File: src/rtl/imem_loader_pkg.sv
// Shared types and constants for the instruction-memory boot loader.
// Holds the FSM state encoding and the stream framing constants.
package imem_loader_pkg;

   typedef enum logic [2:0] {
      ST_IDLE,
      ST_LEN_HI,
      ST_LEN_LO,
      ST_DATA,
      ST_CHECK,
      ST_DONE,
      ST_ERROR
   } state_t;

   localparam int HDR_LEN        = 2;
   localparam int BYTES_PER_WORD = 4;

endpackage

File: src/rtl/imem_loader_word_asm.sv
// Packs accepted bytes big-endian into 32-bit words; word_vld pulses one cycle after the 4th byte.
// Consumes only byte_acc strobes from its parent, so it never throttles the byte stream itself.
module word_assembler
   import imem_loader_pkg::*;
(
   input  logic        clk,
   input  logic        rst,
   input  logic        clr,
   input  logic        byte_acc,
   input  logic [7:0]  byte_dat,
   output logic        word_vld,
   output logic [31:0] word_dat
);

   localparam int IDX_W = $clog2(BYTES_PER_WORD);
   localparam logic [IDX_W-1:0] LAST_IDX = IDX_W'(BYTES_PER_WORD - 1);

   logic [IDX_W-1:0] idx_q, idx_d;
   logic [31:0]      sh_q, sh_d;
   logic             vld_q, vld_d;

   always_comb begin
      idx_d = idx_q;
      sh_d  = sh_q;
      vld_d = 1'b0;
      if (clr) begin
         idx_d = '0;
      end else if (byte_acc) begin
         sh_d  = {sh_q[23:0], byte_dat};
         idx_d = idx_q + IDX_W'(1);
         vld_d = (idx_q == LAST_IDX);
      end
   end

   always_ff @(posedge clk) begin
      if (rst) begin
         idx_q <= '0;
         sh_q  <= '0;
         vld_q <= 1'b0;
      end else begin
         idx_q <= idx_d;
         sh_q  <= sh_d;
         vld_q <= vld_d;
      end
   end

   assign word_vld = vld_q;
   assign word_dat = sh_q;

endmodule

File: src/rtl/imem_loader.sv
// Boot loader: parses a length-prefixed, XOR-checksummed byte stream into instruction-memory writes.
// One write per 4 accepted bytes, issued the cycle after the last byte; byte_ready drops while the final word lands.
module imem_loader
   import imem_loader_pkg::*;
#(
   parameter int MAX_WORDS = 64,
   parameter int ADDR_W    = 32
)(
   input  logic              clk,
   input  logic              rst,
   input  logic              start,
   input  logic              byte_valid,
   input  logic [7:0]        byte_data,
   output logic              byte_ready,
   output logic              im_we,
   output logic [ADDR_W-1:0] im_addr,
   output logic [31:0]       im_wdata,
   output logic              cpu_hold,
   output logic              done,
   output logic              error,
   output logic [15:0]       word_count
);

   localparam logic [16:0] MAX_N = 17'(MAX_WORDS);

   state_t      state_q, state_d;
   logic [15:0] n_q, n_d;
   logic [15:0] wc_q, wc_d;
   logic [7:0]  csum_q, csum_d;
   logic        clr, acc, data_acc, last_pend;
   logic        word_vld;
   logic [31:0] word_dat;
   logic [15:0] n_full;

   assign acc       = byte_valid && byte_ready;
   assign data_acc  = acc && (state_q == ST_DATA);
   assign n_full    = {n_q[15:8], byte_data};
   // The checksum byte must not be swallowed as payload while the final write is still pending.
   assign last_pend = word_vld && ((wc_q + 16'd1) == n_q);

   always_comb begin
      state_d    = state_q;
      n_d        = n_q;
      wc_d       = wc_q;
      csum_d     = csum_q;
      clr        = 1'b0;
      byte_ready = 1'b0;
      unique case (state_q)
         ST_IDLE, ST_DONE, ST_ERROR: begin
            if (start) begin
               state_d = ST_LEN_HI;
               wc_d    = '0;
               csum_d  = '0;
               clr     = 1'b1;
            end
         end
         ST_LEN_HI: begin
            byte_ready = 1'b1;
            if (acc) begin
               n_d[15:8] = byte_data;
               csum_d    = csum_q ^ byte_data;
               state_d   = ST_LEN_LO;
            end
         end
         ST_LEN_LO: begin
            byte_ready = 1'b1;
            if (acc) begin
               n_d    = n_full;
               csum_d = csum_q ^ byte_data;
               if (n_full == 16'd0)               state_d = ST_CHECK;
               else if ({1'b0, n_full} > MAX_N)   state_d = ST_ERROR;
               else                               state_d = ST_DATA;
            end
         end
         ST_DATA: begin
            byte_ready = !last_pend;
            if (acc) csum_d = csum_q ^ byte_data;
            if (word_vld) begin
               wc_d = wc_q + 16'd1;
               if (last_pend) state_d = ST_CHECK;
            end
         end
         ST_CHECK: begin
            byte_ready = 1'b1;
            if (acc) state_d = (byte_data == csum_q) ? ST_DONE : ST_ERROR;
         end
         default: state_d = ST_IDLE;
      endcase
   end

   always_ff @(posedge clk) begin
      if (rst) begin
         state_q <= ST_IDLE;
         n_q     <= '0;
         wc_q    <= '0;
         csum_q  <= '0;
      end else begin
         state_q <= state_d;
         n_q     <= n_d;
         wc_q    <= wc_d;
         csum_q  <= csum_d;
      end
   end

   word_assembler u_word_asm (
      .clk      (clk),
      .rst      (rst),
      .clr      (clr),
      .byte_acc (data_acc),
      .byte_dat (byte_data),
      .word_vld (word_vld),
      .word_dat (word_dat)
   );

   assign im_we      = word_vld;
   assign im_wdata   = word_vld ? word_dat : 32'd0;
   assign im_addr    = ADDR_W'({wc_q, 2'b00});
   assign cpu_hold   = (state_q != ST_DONE);
   assign done       = (state_q == ST_DONE);
   assign error      = (state_q == ST_ERROR);
   assign word_count = wc_q;

endmodule

File: config.mk
export PLATFORM = sky130hd
export DESIGN_NAME = imem_loader
export DESIGN_NICKNAME = d
export VERILOG_FILES = /design/src/rtl/imem_loader_pkg.sv /design/src/rtl/imem_loader_word_asm.sv /design/src/rtl/imem_loader.sv
export SDC_FILE = /design/constraint.sdc
export NUM_CORES = 1
export LEC_CHECK = 0
export ABC_AREA = 1
export CORE_MARGIN = 8
export CORE_UTILIZATION = 34
export DETAILED_ROUTE_END_ITERATION = 10
export PLACE_DENSITY = 0.58
export SLEW_MARGIN = 20
export SYNTH_ARGS = -nofsm -noshare
export SYNTH_HDL_FRONTEND = slang
export SYNTH_SLANG_ARGS = --single-unit
File: constraint.sdc
create_clock -name clk -period 3.5 [get_ports clk]
set_clock_uncertainty 0.15 [all_clocks]
set_input_delay 0.7 -clock clk [delete_from_list [all_inputs] [get_ports clk]]
set_output_delay 0.7 -clock clk [all_outputs]
set_load 0.1 [all_outputs]
==> metrics.md, run 1 <==
| Metric | Value |
|---|---|
| Synth top area cells | dfxtp_1 (34%), nand2_1 (14%), a21oi_1 (6.6%) |
| Critical path startpoint category | register |
| Full die area | about 18000 sq um |
| Sw Ratio | approximately 50% |
| Fin area | ~5500 sq um |
| Diodes inserted | 0 |
| Met2 usage | between 20 and 25% |
| Cell Int Power | between 0.002 and 0.0025 W |
| Tmin final | ~3.2 ns |
| Net Switching | between 0.002 and 0.0025 W |
| Count of cell types in the netlist | 37 |
| Final Hold Fails | 0 |
| NumNets Final | between 700 and 800 |
| Die Y | roughly 130 um |
| Row cnt | 42 |
| Seq pwr share | roughly 28% |
| Vias in the first global route | between 4000 and 5000 |
| Mapped cell area | approximately 4600 sq um |
| Highest clock rate | between 300 and 400 MHz |
| FF+latch count, synth | just under 80 |
| Max_slew headroom | 37.3% |
| Cell mode on critical path | nand2_1 |
| Initial drt markers | 290 |
| Number of max-cap violations | 0 |
| Worst Path Required | around 2.7 ns |
| Area leader, netlist | dfxtp_1 |
| Antenna-violating nets left | 0 |
| Worst-path fanout max | 9 |
| Ys flop type | dfxtp_1 |
| Most numerous cell in the Yosys netlist | nand2_1 |
| PD cells | ~770 nW/um^2 |
| Port bufs | 80 |
| DR WL/cell | between 10 and 15 um |
| Final core occ | roughly 42% |
| CP Data Arrival Time | roughly 2.4 ns |
| Clock Tree Root | clkbuf_16 |
| Endpoint type of the worst setup path | output port |
| Post-synth top area share | between 30% and 40% |
| CP max stage cell | dfxtp_4 |
| H-tree depth | 3 |
| Syn_area_per_cell | 6.73 sq um |
| Final slew viol count | 0 |
| Initial antenna violation count | 0 |
| Largest net degree at the start of global routing | 46 |
| Clk pwr share | roughly 23% |
| Worst min path class | reg2reg |
| Clock-pin slew on the worst setup and hold paths | ~0.060 ns |
| Ys Warns | 0 |
| GR peak layer | met2 |
| CP max stage delay | approximately 0.4 ns |
| LEAKAGE | 2.52 nW |
| Routed vias/inst | 4.85 |
| Setup violators final | 0 |
| GPL Wtd Cong | around 0.86 |
| Clock sinks | slightly below 80 |
| Gate power share | about half |
| Dpl ws | between 0.4 and 0.5 ns |
| CTS tree | built |
| Iteration count of the initial detailed-routing pass | 4 |
| Period utilization | 92.8% |
| Total core area | roughly 13000 sq um |
| Remaining Overflow, GRT | 0 |
| Met3 GRT Util | 3.22% |
| Placed instance area | just over 5000 sq um |
| Via count | roughly 4500 |
| Crit Path Class | reg2out |
| Remaining DRCs | 0 |
| Num CTS Buffers | 9 |
| Max VDD drop | ~0.25 mV |
| R2R Setup Slk | approximately 0.49 ns |
| Layout area overhead | 18.8% |
| Tightest Pin Transition | 0.939 ns |
| Initial core utilization | 34.9% |
| First-pass GRT wire length | approximately 21000 um |
| Detailed placement HPWL | roughly 9100 um |
| Die width | 133 um |
| Post-Route WL | ~13000 um |
| Share of layout cells above drive strength 1 | between 10% and 20% |
| Routing usage on met1 | around 18% |
| Ys async rst share | 0% |
| Register area share after synthesis | between 30 and 40% |
| CP Cell Sequence | ha_1, nand2_2, nor2_4, buf_4, nand4_1, nand3_1, nand2_1, nor2_1, nand2_1, nor2_1, nand2_1, nand2_2, nand2_8, buf_12 |
| Commonest cells post-synth | nand2_1 (170), dfxtp_1 (78), inv_1 (77) |
| Outcome | complete, no violations |
| Syn Inst Count | roughly 700 |
| Finished Layout Cells | about 900 |
| I/O Pins | 97 |
| EDFF count, synth | 0 |
| Largest buffer count on any clock path | 2 |
| Setup ws final | ~0.25 ns |
| Worst skew pair latency | between 0.3 and 0.4 ns |
| Placed cells | 898 |
| GRT Util Overall | 14.6% |
## final cells by class
cell class	count	area, sq um
well taps	176	220
inverters	81	304
fillers	1422	7750
flip-flops and latches	78	1570
clock buffers	10	229
repair buffers	89	708
multi-input cells	477	2400
clock inverters	6	71.3
## cell usage in the layout (no fill, tap or decap), types with 4 or more instances in the layout
cell / instances
a211oi_1: 4
a21oi_1: 61
a31oi_1: 5
buf_4: 77
clkbuf_16: 9
clkdlybuf4s50_1: 11
conb_1: 16
dfxtp_1: 75
inv_1: 77
inv_2: 4
nand2_1: 169
nand3_1: 32
nand3b_1: 12
nand4_1: 44
nor2_1: 67
nor2_4: 6
o21ai_0: 21
xor2_1: 8
## cell families (layout without fill, tap and decap cells)
logic type               Yosys count  count (layout)  synth area share, %
other                              1              16               0.0810
AO/OA/AOI/OAI                     96              96                 11.0
flip-flops                        78              78                 33.7
XOR/XNOR                          13              13                 3.06
buffers and inverters            147             186                 16.1
AND/OR/NAND/NOR                  350             350                 35.5
adder cells (fa/ha/maj)            2               2                0.541
## path summary, 6_finish.rpt
check / start / end / cells past startpoint
setup / recovery: word_count[0] / byte_ready / 14
setup reg to reg: word_count[0] / u_word_asm.word_dat[6] / 18
hold reg to reg: u_word_asm.word_dat[25] / u_word_asm.word_dat[25] / 2
hold / removal: u_word_asm.word_dat[25] / u_word_asm.word_dat[25] / 2
## critical path: cells and delay by family (launching register included)
| family | cells | cell delay, ns |
|---|---|---|
| simple gates | 11 | 1.07 |
| buf+inv | 2 | 0.34 |
| fa+ha+maj | 1 | 0.23 |
| flops | 1 | 0.40 |
## timing repair
action,in CTS,in global routing
endpoints found under the hold margin,0,0
endpoints found under the setup margin,0,1
resized for setup,0,3
hold buffers,0,0
buffers inserted,0,3
## flip-flops by register name, summed over array words and instances (netlist names)
register,cells
word_count,16
u_word_asm.word_dat,32
csum_q,8
u_word_asm.word_vld,1
u_word_asm.idx_q,2
state_q,3
n_q,16
## stage by stage
stage          power (W)  hold slack (ns)  setup TNS, ns
5_1_grt          0.00446            0.337        -0.0104
4_1_cts          0.00417            0.316              0
3_3_place_gp     0.00318            0.304              0
6_report         0.00421            0.314              0
2_1_floorplan    0.00292            0.289              0
3_5_place_dp     0.00320            0.308              0
## per-layer routing
metal | vias up | routed length, um
met4 | 0 | 166
li1 | 2280 | -
met3 | 11 | 680
met1 | 2060 | 5970
met5 | - | 0
met2 | 101 | 6170
## power by group through the flow
| stage | Sequential [W] | Clock (W) | Combinational [W] |
|---|---|---|---|
| finish | 0.00116 | 0.000957 | 0.00209 |
| CTS | 0.00116 | 0.000974 | 0.00203 |
| global placement | 0.00118 | 0 | 0.00201 |
| global route | 0.00118 | 0.00101 | 0.00227 |
| floorplan | 0.00137 | 0 | 0.00155 |
| detailed placement | 0.00118 | 0 | 0.00202 |
No activity file was read; power rests on OpenSTA's default activity.
==> inputs of run 2 (changes only) <==
Settings changed: ABC_CLOCK_PERIOD_IN_PS set to 3500, CORE_UTILIZATION 34 to 50, CTS_CLUSTER_SIZE set to 24, PLACE_DENSITY 0.58 to 0.79.
==> metrics.md, run 2 (synthesized netlist as in run 1, its figures left out) <==
| Metric | Value |
|---|---|
| Detailed placement HPWL | 8580 um |
| Clock-pin slew on the worst setup and hold paths | 0.08 ns |
| Met2 usage | between 30% and 40% |
| First-pass GRT wire length | a little over 20000 um |
| Routed vias/inst | 5.35 |
| Tightest Pin Transition | a little under 1 ns |
| Remaining DRCs | 0 |
| Remaining Overflow, GRT | 0 |
| Placed cells | 833 |
| Iteration count of the initial detailed-routing pass | 4 |
| Highest clock rate | about 310 MHz |
| Clock sinks | 78 |
| Antenna-violating nets left | 0 |
| GPL Wtd Cong | between 0.9 and 1 |
| Final slew viol count | 0 |
| Die width | 112 um |
| PostCTS Resize Cnt | 0 |
| Die Y | 112 um |
| Layout area overhead | 14.7% |
| Num CTS Buffers | 9 |
| Total core area | 9110 sq um |
| Post-CTS setup buffers | 0 |
| Initial antenna violation count | 0 |
| RSZ-0062 raised after global routing | no |
| H-tree depth | 3 |
| Final core occ | about three fifths |
| Diodes inserted | 0 |
| Setup TNS | 0 ns |
| Max_slew headroom | between 30% and 40% |
| PD cells | 743 nW/um^2 |
| Largest buffer count on any clock path | 2 |
| Largest net degree at the start of global routing | 46 |
| Port bufs | 80 |
| Clock Tree Root | clkbuf_8 |
| CTS tree | built |
| Via count | approximately 4500 |
| Final Hold Fails | 0 |
| Post-Route WL | 12200 um |
| Post-CTS Hold Buffers | 0 |
| Fin Hold WS | approximately 0.32 ns |
| Tmin final | 3.26 ns |
| Full die area | about 13000 sq um |
| Initial drt markers | 351 |
| DR WL/cell | approximately 14 um |
| Crit Path Class | reg2out |
| GR peak layer | met2 |
| Outcome | complete, no violations |
| CP Data Arrival Time | 2.41 ns |
| Finished Layout Cells | approximately 850 |
| LEAKAGE | 2.47 nW |
| Vias in the first global route | around 4300 |
| Worst skew pair latency | ~0.36 ns |
| Total Power | just under 0.004 W |
| Endpoint type of the worst setup path | output port |
| Max VDD drop | ~0.54 mV |
| I/O Pins | 97 |
| Commonest cells after routing, fill and taps aside | nand2_1 (169), inv_1 (77), dfxtp_1 (75) |
| Setup violators final | 0 |
| Met3 GRT Util | 5.10% |
| Share of layout cells above drive strength 1 | 16.1% |
| GRT Util Overall | 19.2% |
| Number of max-cap violations | 0 |
| Routing usage on met1 | a little under a quarter |
| Row cnt | 35 |
| Most common cell after layout, fill and taps aside | nand2_1 |
| Critical path startpoint category | register |
| Max FFs per register | 32 |
| Period utilization | 93.2% |
| Worst Path Required | between 2 and 3 ns |
| Worst min path class | reg2reg |
| NumNets Final | ~750 |
| Worst-path fanout max | 9 |
| Initial core utilization | slightly above 50% |
-- run 2: cell count changes in the layout (fill, tap and decap cells not counted), sizes merged --
cell,delta
clkinv,+2
clkbuf,-1
bufinv,+1
buf,-3
clkinvlp,-1
inv,-1
-- run 2: cell type report --
type	instances	area [sq um]
Clock buffer	9	124
Clock inverter	7	98.8
Fill cell	871	3800
Inverter	81	304
Multi-Input combinational cell	477	2390
Sequential cell	78	1570
Tap cell	111	139
Timing Repair Buffer	86	686
-- run 2: worst paths after layout --
| kind | start | endpoint | slack, ns | cells past startpoint |
|---|---|---|---|---|
| max | word_count[0] | byte_ready | 0.24 | 15 |
| min | u_word_asm.word_dat[24] | u_word_asm.word_dat[24] | 0.32 | 2 |
| max reg2reg | word_count[0] | u_word_asm.word_dat[0] | 0.40 | 17 |
| min reg2reg | u_word_asm.word_dat[24] | u_word_asm.word_dat[24] | 0.32 | 2 |
-- run 2: worst max-delay path: stages (launching register included) --
cell	delay [ns]
dfxtp_2	0.41
ha_2	0.23
nand2_2	0.11
nor2_4	0.21
nand2_1	0.08
nand2_1	0.08
nand2_1	0.07
nand2_1	0.06
nand2_1	0.05
nor2_1	0.08
nand3_1	0.10
nor2_1	0.15
nand2_1	0.08
nand2_2	0.09
nand2_4	0.06
buf_12	0.18
-- run 2: routing by layer --
metal	vias up	part of all wire, %
met5	-	0
met4	0	1.6
met3	14	6.4
met2	135	49
met1	2121	43
li1	2276	-
-- run 2: per-stage QoR --
step	area (sq um)	setup WS [ns]
3_5_place_dp	5080	0.432
2_1_floorplan	4690	0.0244
3_3_place_gp	5080	0.551
5_1_grt	5310	0.00362
6_report	5310	0.238
4_1_cts	5300	0.187
-- run 2: power by group --
group / switching (W) / internal (W)
sequential: 0.000145 / 0.00102
clock: 0.000360 / 0.000404
combinational: 0.00151 / 0.000506
total: 0.00201 / 0.00193
